--- src/rtl/multicycle_ctrl.sv ---
// rtl/multicycle_ctrl.sv - control FSM for a multicycle load/store/R-type/branch datapath
//
// Ports:
//   clk, rst          single clock, asynchronous active-high reset
//   opcode[6:0]       instruction opcode, looked at in DECODE and MEMADDR only
//   mem_ready         memory handshake; an access completes in the cycle it is high
//   ALUOp[1:0]        00 add, 01 branch compare, 10 R-type decode
//   ALUSrcA           0 PC, 1 rs1
//   ALUSrcB[1:0]      00 rs2, 01 constant 4, 10 immediate, 11 branch offset
//   IorD, MemRead, MemWrite, IRWrite, PCWrite, PCWriteCond,
//   RegWrite, MemtoReg, PCSource   datapath strobes and selects
//   instr_done        pulse on the last cycle of a completed instruction
//   illegal           pulse when DECODE sees an unsupported opcode
//   state[3:0]        current state, for debug
module multicycle_ctrl (
  input  logic       clk,
  input  logic       rst,
  input  logic [6:0] opcode,
  input  logic       mem_ready,
  output logic [1:0] ALUOp,
  output logic       ALUSrcA,
  output logic [1:0] ALUSrcB,
  output logic       IorD,
  output logic       MemRead,
  output logic       MemWrite,
  output logic       IRWrite,
  output logic       PCWrite,
  output logic       PCWriteCond,
  output logic       RegWrite,
  output logic       MemtoReg,
  output logic       PCSource,
  output logic       instr_done,
  output logic       illegal,
  output logic [3:0] state
);

  typedef enum logic [3:0] {
    FETCH   = 4'd0,
    DECODE  = 4'd1,
    MEMADDR = 4'd2,
    MEMRD   = 4'd3,
    MEMWB   = 4'd4,
    MEMWR   = 4'd5,
    EXEC    = 4'd6,
    RWB     = 4'd7,
    BRANCH  = 4'd8
  } state_t;

  localparam logic [6:0] OP_LOAD   = 7'b0000011;
  localparam logic [6:0] OP_STORE  = 7'b0100011;
  localparam logic [6:0] OP_RTYPE  = 7'b0110011;
  localparam logic [6:0] OP_BRANCH = 7'b1100011;

  // Held as a plain 4-bit vector so the unused codes 9-15 are representable
  // and recover cleanly through the default branch.
  logic [3:0] state_r;

  assign state = state_r;

  always_ff @(posedge clk or posedge rst) begin
    if (rst) begin
      state_r <= FETCH;
    end else begin
      case (state_r)
        FETCH:   if (mem_ready) state_r <= DECODE;
        DECODE: begin
          case (opcode)
            OP_LOAD, OP_STORE: state_r <= MEMADDR;
            OP_RTYPE:          state_r <= EXEC;
            OP_BRANCH:         state_r <= BRANCH;
            default:           state_r <= FETCH;
          endcase
        end
        MEMADDR: state_r <= (opcode == OP_LOAD) ? MEMRD : MEMWR;
        MEMRD:   if (mem_ready) state_r <= MEMWB;
        MEMWB:   state_r <= FETCH;
        MEMWR:   if (mem_ready) state_r <= FETCH;
        EXEC:    state_r <= RWB;
        RWB:     state_r <= FETCH;
        BRANCH:  state_r <= FETCH;
        default: state_r <= FETCH;
      endcase
    end
  end

  always_comb begin
    ALUOp       = 2'b00;
    ALUSrcA     = 1'b0;
    ALUSrcB     = 2'b00;
    IorD        = 1'b0;
    MemRead     = 1'b0;
    MemWrite    = 1'b0;
    IRWrite     = 1'b0;
    PCWrite     = 1'b0;
    PCWriteCond = 1'b0;
    RegWrite    = 1'b0;
    MemtoReg    = 1'b0;
    PCSource    = 1'b0;
    instr_done  = 1'b0;
    illegal     = 1'b0;

    case (state_r)
      FETCH: begin
        MemRead = 1'b1;
        ALUSrcB = 2'b01;
        IRWrite = mem_ready;
        PCWrite = mem_ready;
      end
      DECODE: begin
        ALUSrcB = 2'b11;
        if (opcode != OP_LOAD && opcode != OP_STORE &&
            opcode != OP_RTYPE && opcode != OP_BRANCH)
          illegal = 1'b1;
      end
      MEMADDR: begin
        ALUSrcA = 1'b1;
        ALUSrcB = 2'b10;
      end
      MEMRD: begin
        MemRead = 1'b1;
        IorD    = 1'b1;
      end
      MEMWB: begin
        RegWrite   = 1'b1;
        MemtoReg   = 1'b1;
        instr_done = 1'b1;
      end
      MEMWR: begin
        MemWrite   = 1'b1;
        IorD       = 1'b1;
        instr_done = mem_ready;
      end
      EXEC: begin
        ALUSrcA = 1'b1;
        ALUOp   = 2'b10;
      end
      RWB: begin
        RegWrite   = 1'b1;
        instr_done = 1'b1;
      end
      BRANCH: begin
        ALUSrcA     = 1'b1;
        ALUOp       = 2'b01;
        PCWriteCond = 1'b1;
        PCSource    = 1'b1;
        instr_done  = 1'b1;
      end
      default: ;
    endcase

    // While reset is held the state already reads FETCH, but no strobe may
    // fire even though FETCH would otherwise follow mem_ready.
    if (rst) begin
      MemRead     = 1'b0;
      MemWrite    = 1'b0;
      IRWrite     = 1'b0;
      PCWrite     = 1'b0;
      PCWriteCond = 1'b0;
      RegWrite    = 1'b0;
      instr_done  = 1'b0;
      illegal     = 1'b0;
    end
  end

endmodule

--- config.mk ---
export PLATFORM = sky130hd
export DESIGN_NAME = multicycle_ctrl
export DESIGN_NICKNAME = d
export VERILOG_FILES = /design/src/rtl/multicycle_ctrl.sv
export SDC_FILE = /design/constraint.sdc
export NUM_CORES = 1
export LEC_CHECK = 0
export ABC_CLOCK_PERIOD_IN_PS = 1300
export CAP_MARGIN = 20
export CORE_MARGIN = 2
export CORE_UTILIZATION = 30
export DETAILED_ROUTE_END_ITERATION = 10
export PLACE_DENSITY = 0.7
export RECOVER_POWER = 100
export REMOVE_ABC_BUFFERS = 1
export SYNTH_ARGS = -nofsm -noshare
export SYNTH_HDL_FRONTEND = slang
export SYNTH_SLANG_ARGS = --single-unit
--- constraint.sdc ---
create_clock -name clk -period 1.3 [get_ports clk]
set_input_delay 0.325 -clock clk [delete_from_list [all_inputs] [get_ports clk]]
set_output_delay 0.325 -clock clk [all_outputs]
set_load 0.05 [all_outputs]
==> impl_metrics.yaml, run 1 <==
synthesis:
  synth_edf_count: 0
  synth_seq_cells: 4
  async_flop_share: 1.00
  yosys.area.top_type_share: 0.209
  synth_commonest_cells: "a21oi_1, nand2_1, nor4_1"
  syn_area_per_cell_sq_um: 7.59
  yosysTopAreaCell: "dfrtp_1"
  seq_area_frac_synth: 0.209
  synthCells: 63
  synth_ff_type: "dfrtp_1"
  syn_area_sq_um: 478
  yosysUniqueCellTypes: 32
  yosys-top-cells-area: "dfrtp_1, nor4_1, a21oi_1"
  ys_warn_count: 0
placement:
  postPlaceCellArea_sq_um: 1220
  portBuffers: 29
  dp.final_hpwl_um: 1550
  gp_congestion: 0.828
clock_network:
  cts_max_level: 1
  cts_setup_buffers: 12
  cts_made_buffers: 3
  root_buffer: "clkbuf_4"
  postCtsHoldBufs: 0
  cts_resized: 51
  clock_path_buffers: 2
  numClockSinks: 4
die:
  ioPinCount: 30
  die_width_um: 43.9
  die_height_um: 43.9
  initial_utilization: 0.317
  num_rows: 14
run_status:
  tool.error: "[ERROR DPL-0033] detailed placement checks failed during check placement."
  status: "stopped before the end"
  stop_stage: "clock tree synthesis (4_1_cts)"
==> per-stage QoR <==
stage | worst slack [ns] | instances
floorplan | -2.84 | 57
global placement | -0.556 | 138
detailed placement | -0.593 | 138
==> logic make-up after synthesis <==
group                  share of synthesized area
multiplexers                              0.0209
buffers and inverters                      0.102
XOR/XNOR                                  0.0367
AND/OR/NAND/NOR                            0.427
flip-flops                                 0.209
AO/OA/AOI/OAI                              0.204
==> inputs of run 2 (changes only) <==
--- a/config.mk
+++ b/config.mk
@@ -5,12 +5,12 @@
 export SDC_FILE = /design/constraint.sdc
 export NUM_CORES = 1
 export LEC_CHECK = 0
-export ABC_CLOCK_PERIOD_IN_PS = 1300
+export ABC_CLOCK_PERIOD_IN_PS = 1700
 export CAP_MARGIN = 20
-export CORE_MARGIN = 2
-export CORE_UTILIZATION = 30
+export CORE_AREA = 2 2 63 65
 export DETAILED_ROUTE_END_ITERATION = 10
-export PLACE_DENSITY = 0.7
+export DIE_AREA = 0 0 65 67
+export PLACE_DENSITY_LB_ADDON = 0.15
 export RECOVER_POWER = 100
 export REMOVE_ABC_BUFFERS = 1
 export SYNTH_ARGS = -nofsm -noshare
==> constraint.sdc (replaced) <==
create_clock -name clk -period 1.7 [get_ports clk]
set_input_delay 0.425 -clock clk [delete_from_list [all_inputs] [get_ports clk]]
set_output_delay 0.425 -clock clk [all_outputs]
set_load 0.05 [all_outputs]
==> run 2 against run 1 <==
  * Area after synthesis unchanged
  * The flow now finishes, with violations (negative setup slack)
  * Synthesized cell count unchanged
==> impl_metrics.yaml, run 2 <==
run_status:
  status: "complete, but fails checks"
  violations: "negative setup slack"
timing:
  hold_viol: 0
  worst_pin_slew_ns: 0.546
  period_share: 1.11
  whs_ns: 0.610
  tns_ns: -2.01
  clock.fmax_ghz: 0.529
  setup_viol: 14
  slew-limit-headroom: 0.636
  rsz0062_at_grt: "yes"
  layout_setup_ws_ns: -0.189
  period_minus_slack_ns: 1.89
  slew_viol_final: 0
  clock_skew_ns: 0.000777
setup_path:
  worstPathArrival_ns: 1.46
  max_stage_delay_ns: 0.45
  critPathLaunchType: "register"
  critPathSlowestCell: "dfrtp_2"
  reg2reg_slack_ns: 0.13
  critPathRequiredTime_ns: 1.27
  worstSetupPathType: "reg2out"
  path_cells: "buf_6, nand2b_4, a22oi_2, o22a_1, nor2_2, buf_12"
  worst_setup_path_end_kind: "primary output"
  r2r_cells: 6
  worstPathMaxFanout: 6
power:
  power.total_uw: 611
  p_leak_uw: 0.000678
  powerDensity_nw_per_um2: 384
  ir_drop_v: 0.000243
clock_network:
  clock_path_buffers: 2
  cts_made_buffers: 3
  postCtsHoldBufs: 0
  root_buffer: "clkbuf_8"
  clock_latency_ns: 0.21
  clkTransAtPathRegs_ns: 0.03
  cts_max_level: 1
  numClockSinks: 4
  tritoncts: "built"
placement:
  gp_congestion: 0.734
  portBuffers: 29
  postPlaceCellArea_sq_um: 1250
  dp.final_hpwl_um: 1440
drt:
  wl_um: 2120
  dr.pass1.iters: 4
  ant_nets: 0
  via_per_inst: 4.11
  drt_iter0_markers: 30
  num_vias: 769
  wl_per_cell_um: 11.3
  drc: 0
finish:
  fin_nets: 151
  final_cell_mix: "buf_4, buf_12, dlygate4sd2_1, buf_6, nand2_1"
  antenna_cells: 0
  multiInputGateArea_sq_um: 493
  seqCellArea_sq_um: 105
  area_growth_pct: 233
  largest_register_ffs: 4
  post_route_cells_drive_above_1_share: 0.727
  final_cell_area_sq_um: 1590
  nFillCells: 352
  mostFrequentLayoutCell: "buf_4"
synthesis:
  yosys.area.top_type_share: 0.209
  synthCells: 63
  ys_warn_count: 0
  yosys-top-cells-area: "dfrtp_1, nor4_1, a21oi_1"
  synth_edf_count: 0
  syn_area_per_cell_sq_um: 7.59
  synth_seq_cells: 4
  yosysUniqueCellTypes: 32
  syn_area_sq_um: 478
  yosysTopAreaCell: "dfrtp_1"
  synth_commonest_cells: "a21oi_1, nand2_1, nor4_1"
  seq_area_frac_synth: 0.209
  async_flop_share: 1.00
  synth_ff_type: "dfrtp_1"
die:
  initial_utilization: 0.133
  die_width_um: 65
  core_area_sq_um: 3610
  die_area_sq_um: 4360
  num_rows: 22
  ioPinCount: 30
  die_height_um: 67
global_route:
  antenna_found_initial: 0
  grt.busiest_layer: "met2"
  grt_overflow_total: 0
  grt_max_degree: 10
  grt_pass1_wl_um: 3190
  grt_pass1_vias: 732
  gr-usage-met2: 0.165
  grt.total_usage: 0.0923
  use_met1: 0.111
  grt_util_met3: 0.0101
hold_path:
  hold_class: "in2async"
flow_run:
  drv_cap: 0
-- run 2: critical path, delay by kind of cell (launching register included) --
| kind | cells | cell delay [ns] |
|---|---|---|
| buffers and inverters | 2 | 0.30 |
| AND/OR/NAND/NOR | 2 | 0.21 |
| flip-flops | 1 | 0.45 |
| AO/OA/AOI/OAI | 2 | 0.29 |
-- run 2: metrics by stage --
stage / cells / setup WS [ns] / util
after detailed placement: 168 / -0.406 / 0.346
after global placement: 168 / -0.383 / 0.346
after global routing: 187 / -0.244 / 0.442
after CTS: 179 / -0.205 / 0.393
final: 187 / -0.189 / 0.442
after floorplan: 57 / -2.54 / -
-- run 2: layout make-up --
cell class / instances / share of cell area
repair buffers: 79 / 0.554
multi-input cells: 50 / 0.310
flip-flops and latches: 4 / 0.0660
well taps: 48 / 0.0377
clock buffers: 3 / 0.0259
inverters: 3 / 0.00707
-- run 2: repair_timing --
item / CTS / global route
resized for setup: 32 / 24
endpoints found under the setup margin: 16 / 16
gates cloned: 0 / 0
setup buffers: 8 / 8
pin swaps: 7 / 6
-- run 2: cells by family after synthesis --
| kind of cell | synth area share |
|---|---|
| AOI/OAI and AO/OA | 0.204 |
| buffers and inverters | 0.102 |
| DFF | 0.209 |
| muxes | 0.0209 |
| and+or+nand+nor | 0.427 |
| xor gates and xnor gates | 0.0367 |
-- run 2: path summary, 6_finish.rpt --
kind / startpoint / end
worst max-delay path: state[0]$_DFFE_PP0P_ / instr_done
worst min-delay path: rst / state[0]$_DFFE_PP0P_
worst max register to register: state[2]$_DFFE_PP0P_ / state[2]$_DFFE_PP0P_
worst min register to register: state[2]$_DFFE_PP0P_ / state[0]$_DFFE_PP0P_
max in group asynchronous: rst / state[2]$_DFFE_PP0P_
min in group clk: opcode[6] / state[3]$_DFFE_PP0P_
-- run 2: routing by layer --
layer,up-vias,routed length [um]
met5,-,0
li1,383,-
met4,0,0
met2,22,1150
met1,364,871
met3,0,101
-- run 2: where the power goes --
part	internal (uW)	leakage, uW	switching, uW
logic	166	0.000609	144
clock network	150	0.0000216	42.6
registers	99.8	0.0000481	8.27
Power figures use the tool's default switching activity.
==> inputs of run 3 (changes only) <==
--- a/config.mk
+++ b/config.mk
@@ -10,9 +10,11 @@
 export CORE_AREA = 2 2 63 65
 export DETAILED_ROUTE_END_ITERATION = 10
 export DIE_AREA = 0 0 65 67
+export DONT_BUFFER_PORTS = 1
 export PLACE_DENSITY_LB_ADDON = 0.15
 export RECOVER_POWER = 100
 export REMOVE_ABC_BUFFERS = 1
+export SKIP_LAST_GASP = 1
 export SYNTH_ARGS = -nofsm -noshare
 export SYNTH_HDL_FRONTEND = slang
 export SYNTH_SLANG_ARGS = --single-unit
==> run 3 against run 2 <==
  * The run still ends with negative setup slack left
  * Clock skew is essentially flat
  * Via count fell by 19%
  * Wire length fell by 17%
  * Global-route usage down 0.88 points
  * Worst setup slack improved by 0.036 ns
  * Critical path depth shrank 2
  * Sequential share of layout area grew 2.7 points
  * Non-clock buffer count shrank 31
  * Total power decreased by 18%
  * Count of clock-buffer cells in the layout did not move
  * Clock power is essentially flat
  * Fmax is 1.9% higher
  * Largest power group unchanged
==> impl_metrics.yaml, run 3 (synthesis results as in run 2) <==
drt:
  wl_um: 1770
  ant_nets: 0
  wl_per_cell_um: 11.3
  drc: 0
  via_per_inst: 4.01
  dr.pass1.iters: 4
  drt_iter0_markers: 14
  num_vias: 625
timing:
  clock_skew_ns: 0.000900
  clock.fmax_ghz: 0.540
  worst_pin_slew_ns: 0.336
  tns_ns: -1.38
  slew_viol_final: 0
  rsz0062_at_grt: "yes"
  whs_ns: 0.106
  slew-limit-headroom: 0.774
  hold_viol: 0
  setup_viol: 14
  layout_setup_ws_ns: -0.153
  period_share: 1.09
  period_minus_slack_ns: 1.85
flow_run:
  drv_cap: 0
clock_network:
  postCtsHoldBufs: 0
  root_buffer: "clkbuf_8"
  clock_latency_ns: 0.21
  tritoncts: "built"
  clkTransAtPathRegs_ns: 0.03
  clock_path_buffers: 2
  cts_max_level: 1
  cts_made_buffers: 3
  numClockSinks: 4
die:
  die_width_um: 65
  core_area_sq_um: 3610
  ioPinCount: 30
  num_rows: 22
  die_area_sq_um: 4360
  initial_utilization: 0.133
  die_height_um: 67
global_route:
  grt_max_degree: 10
  antenna_found_initial: 0
  grt_overflow_total: 0
  grt_pass1_vias: 597
  grt_pass1_wl_um: 2830
  grt.total_usage: 0.0835
finish:
  nFillCells: 393
  mostFrequentLayoutCell: "buf_4"
  seqCellArea_sq_um: 105
  final_cell_mix: "buf_4, buf_6, a21oi_1, nand2_1, dfrtp_2"
  final_cell_area_sq_um: 1130
  fin_nets: 120
  area_growth_pct: 136
  post_route_cells_drive_above_1_share: 0.704
  multiInputGateArea_sq_um: 463
  utilization: 0.312
  antenna_cells: 0
  largest_register_ffs: 4
setup_path:
  worstPathMaxFanout: 7
  critPathRequiredTime_ns: 1.27
  worstSetupPathType: "reg2out"
  r2r_cells: 6
  worstPathArrival_ns: 1.43
  worst_setup_path_end_kind: "primary output"
  critPathLaunchType: "register"
placement:
  portBuffers: 0
  dp.final_hpwl_um: 1380
  postPlaceCellArea_sq_um: 852
  gp_congestion: 0.663
power:
  p_leak_uw: 0.000455
  ir_drop_v: 0.000193
  powerDensity_nw_per_um2: 446
  p_comb_frac: 0.399
  clkPwrFrac: 0.385
  swShare: 0.325
  seq_power_share: 0.216
  intPower_uw: 339
  power.total_uw: 502
  power.switching_uw: 163
run_status:
  violations: "negative setup slack"
  status: "complete, but fails checks"
hold_path:
  hold_class: "in2async"
[run 3: cell types whose count changed in the layout (fill, tap and decap cells not counted), moves of 2 or more]
cell / before / now
clkbuf_2: 0 / 2
buf_12: 20 / 2
nand2b_1: 1 / 3
buf_6: 8 / 17
dlygate4sd2_1: 8 / 0
nand2b_4: 3 / 1
buf_4: 41 / 24
[run 3: power groups by stage]
stage | sequential, uW | combinational, uW | clock (uW)
floorplan | 122 | 81.9 | 0
global placement | 109 | 159 | 0
detailed placement | 109 | 159 | 0
CTS | 111 | 174 | 199
global route | 109 | 213 | 204
finish | 108 | 200 | 194
[run 3: cell type report]
type | count | area share
Multi-Input combinational cell | 50 | 0.411
Timing Repair Buffer | 48 | 0.396
Sequential cell | 4 | 0.0933
Tap cell | 48 | 0.0533
Clock buffer | 3 | 0.0367
Inverter | 3 | 0.0100
[run 3: per-layer routing]
| metal | global-route usage | share of wire | vias up |
|---|---|---|---|
| met3 | 0.0169 | 0.080 | 0 |
| met1 | 0.107 | 0.42 | 287 |
| met2 | 0.137 | 0.50 | 18 |
| met4 | 0.0319 | 0 | 0 |
| li1 | - | - | 320 |
| met5 | 0 | 0 | - |
[run 3: timing repair]
| action | 4_1_cts | 5_1_grt |
|---|---|---|
| buffers inserted | 2 | 11 |
| pin swaps | 7 | 7 |
| gates cloned | 0 | 0 |
| setup endpoints to repair | 16 | 17 |
| gates resized for setup | 22 | 13 |
[run 3: stage by stage]
stage | cells | setup WS [ns]
final | 156 | -0.153
after global routing | 156 | -0.216
after CTS | 147 | -0.160
after detailed placement | 142 | -0.0739
after global placement | 142 | -0.0650
after floorplan | 57 | -2.54
[run 3: final timing paths]
check,startpoint,to,slack (ns)
max,state[0]$_DFFE_PP0P_,ALUSrcB[1],-0.15
min,rst,state[0]$_DFFE_PP0P_,0.11
min reg2reg,state[3]$_DFFE_PP0P_,state[0]$_DFFE_PP0P_,0.67
max in group asynchronous,rst,state[1]$_DFFE_PP0P_,1.40
max reg2reg,state[3]$_DFFE_PP0P_,state[2]$_DFFE_PP0P_,0.02
min in group clk,opcode[4],state[3]$_DFFE_PP0P_,0.28
[run 3: critical path, cell delays in order (launching register included)]
cell and delay, ns:
dfrtp_2 0.47, buf_4 0.17, xor2_2 0.18, nor3b_2 0.22, buf_6 0.18
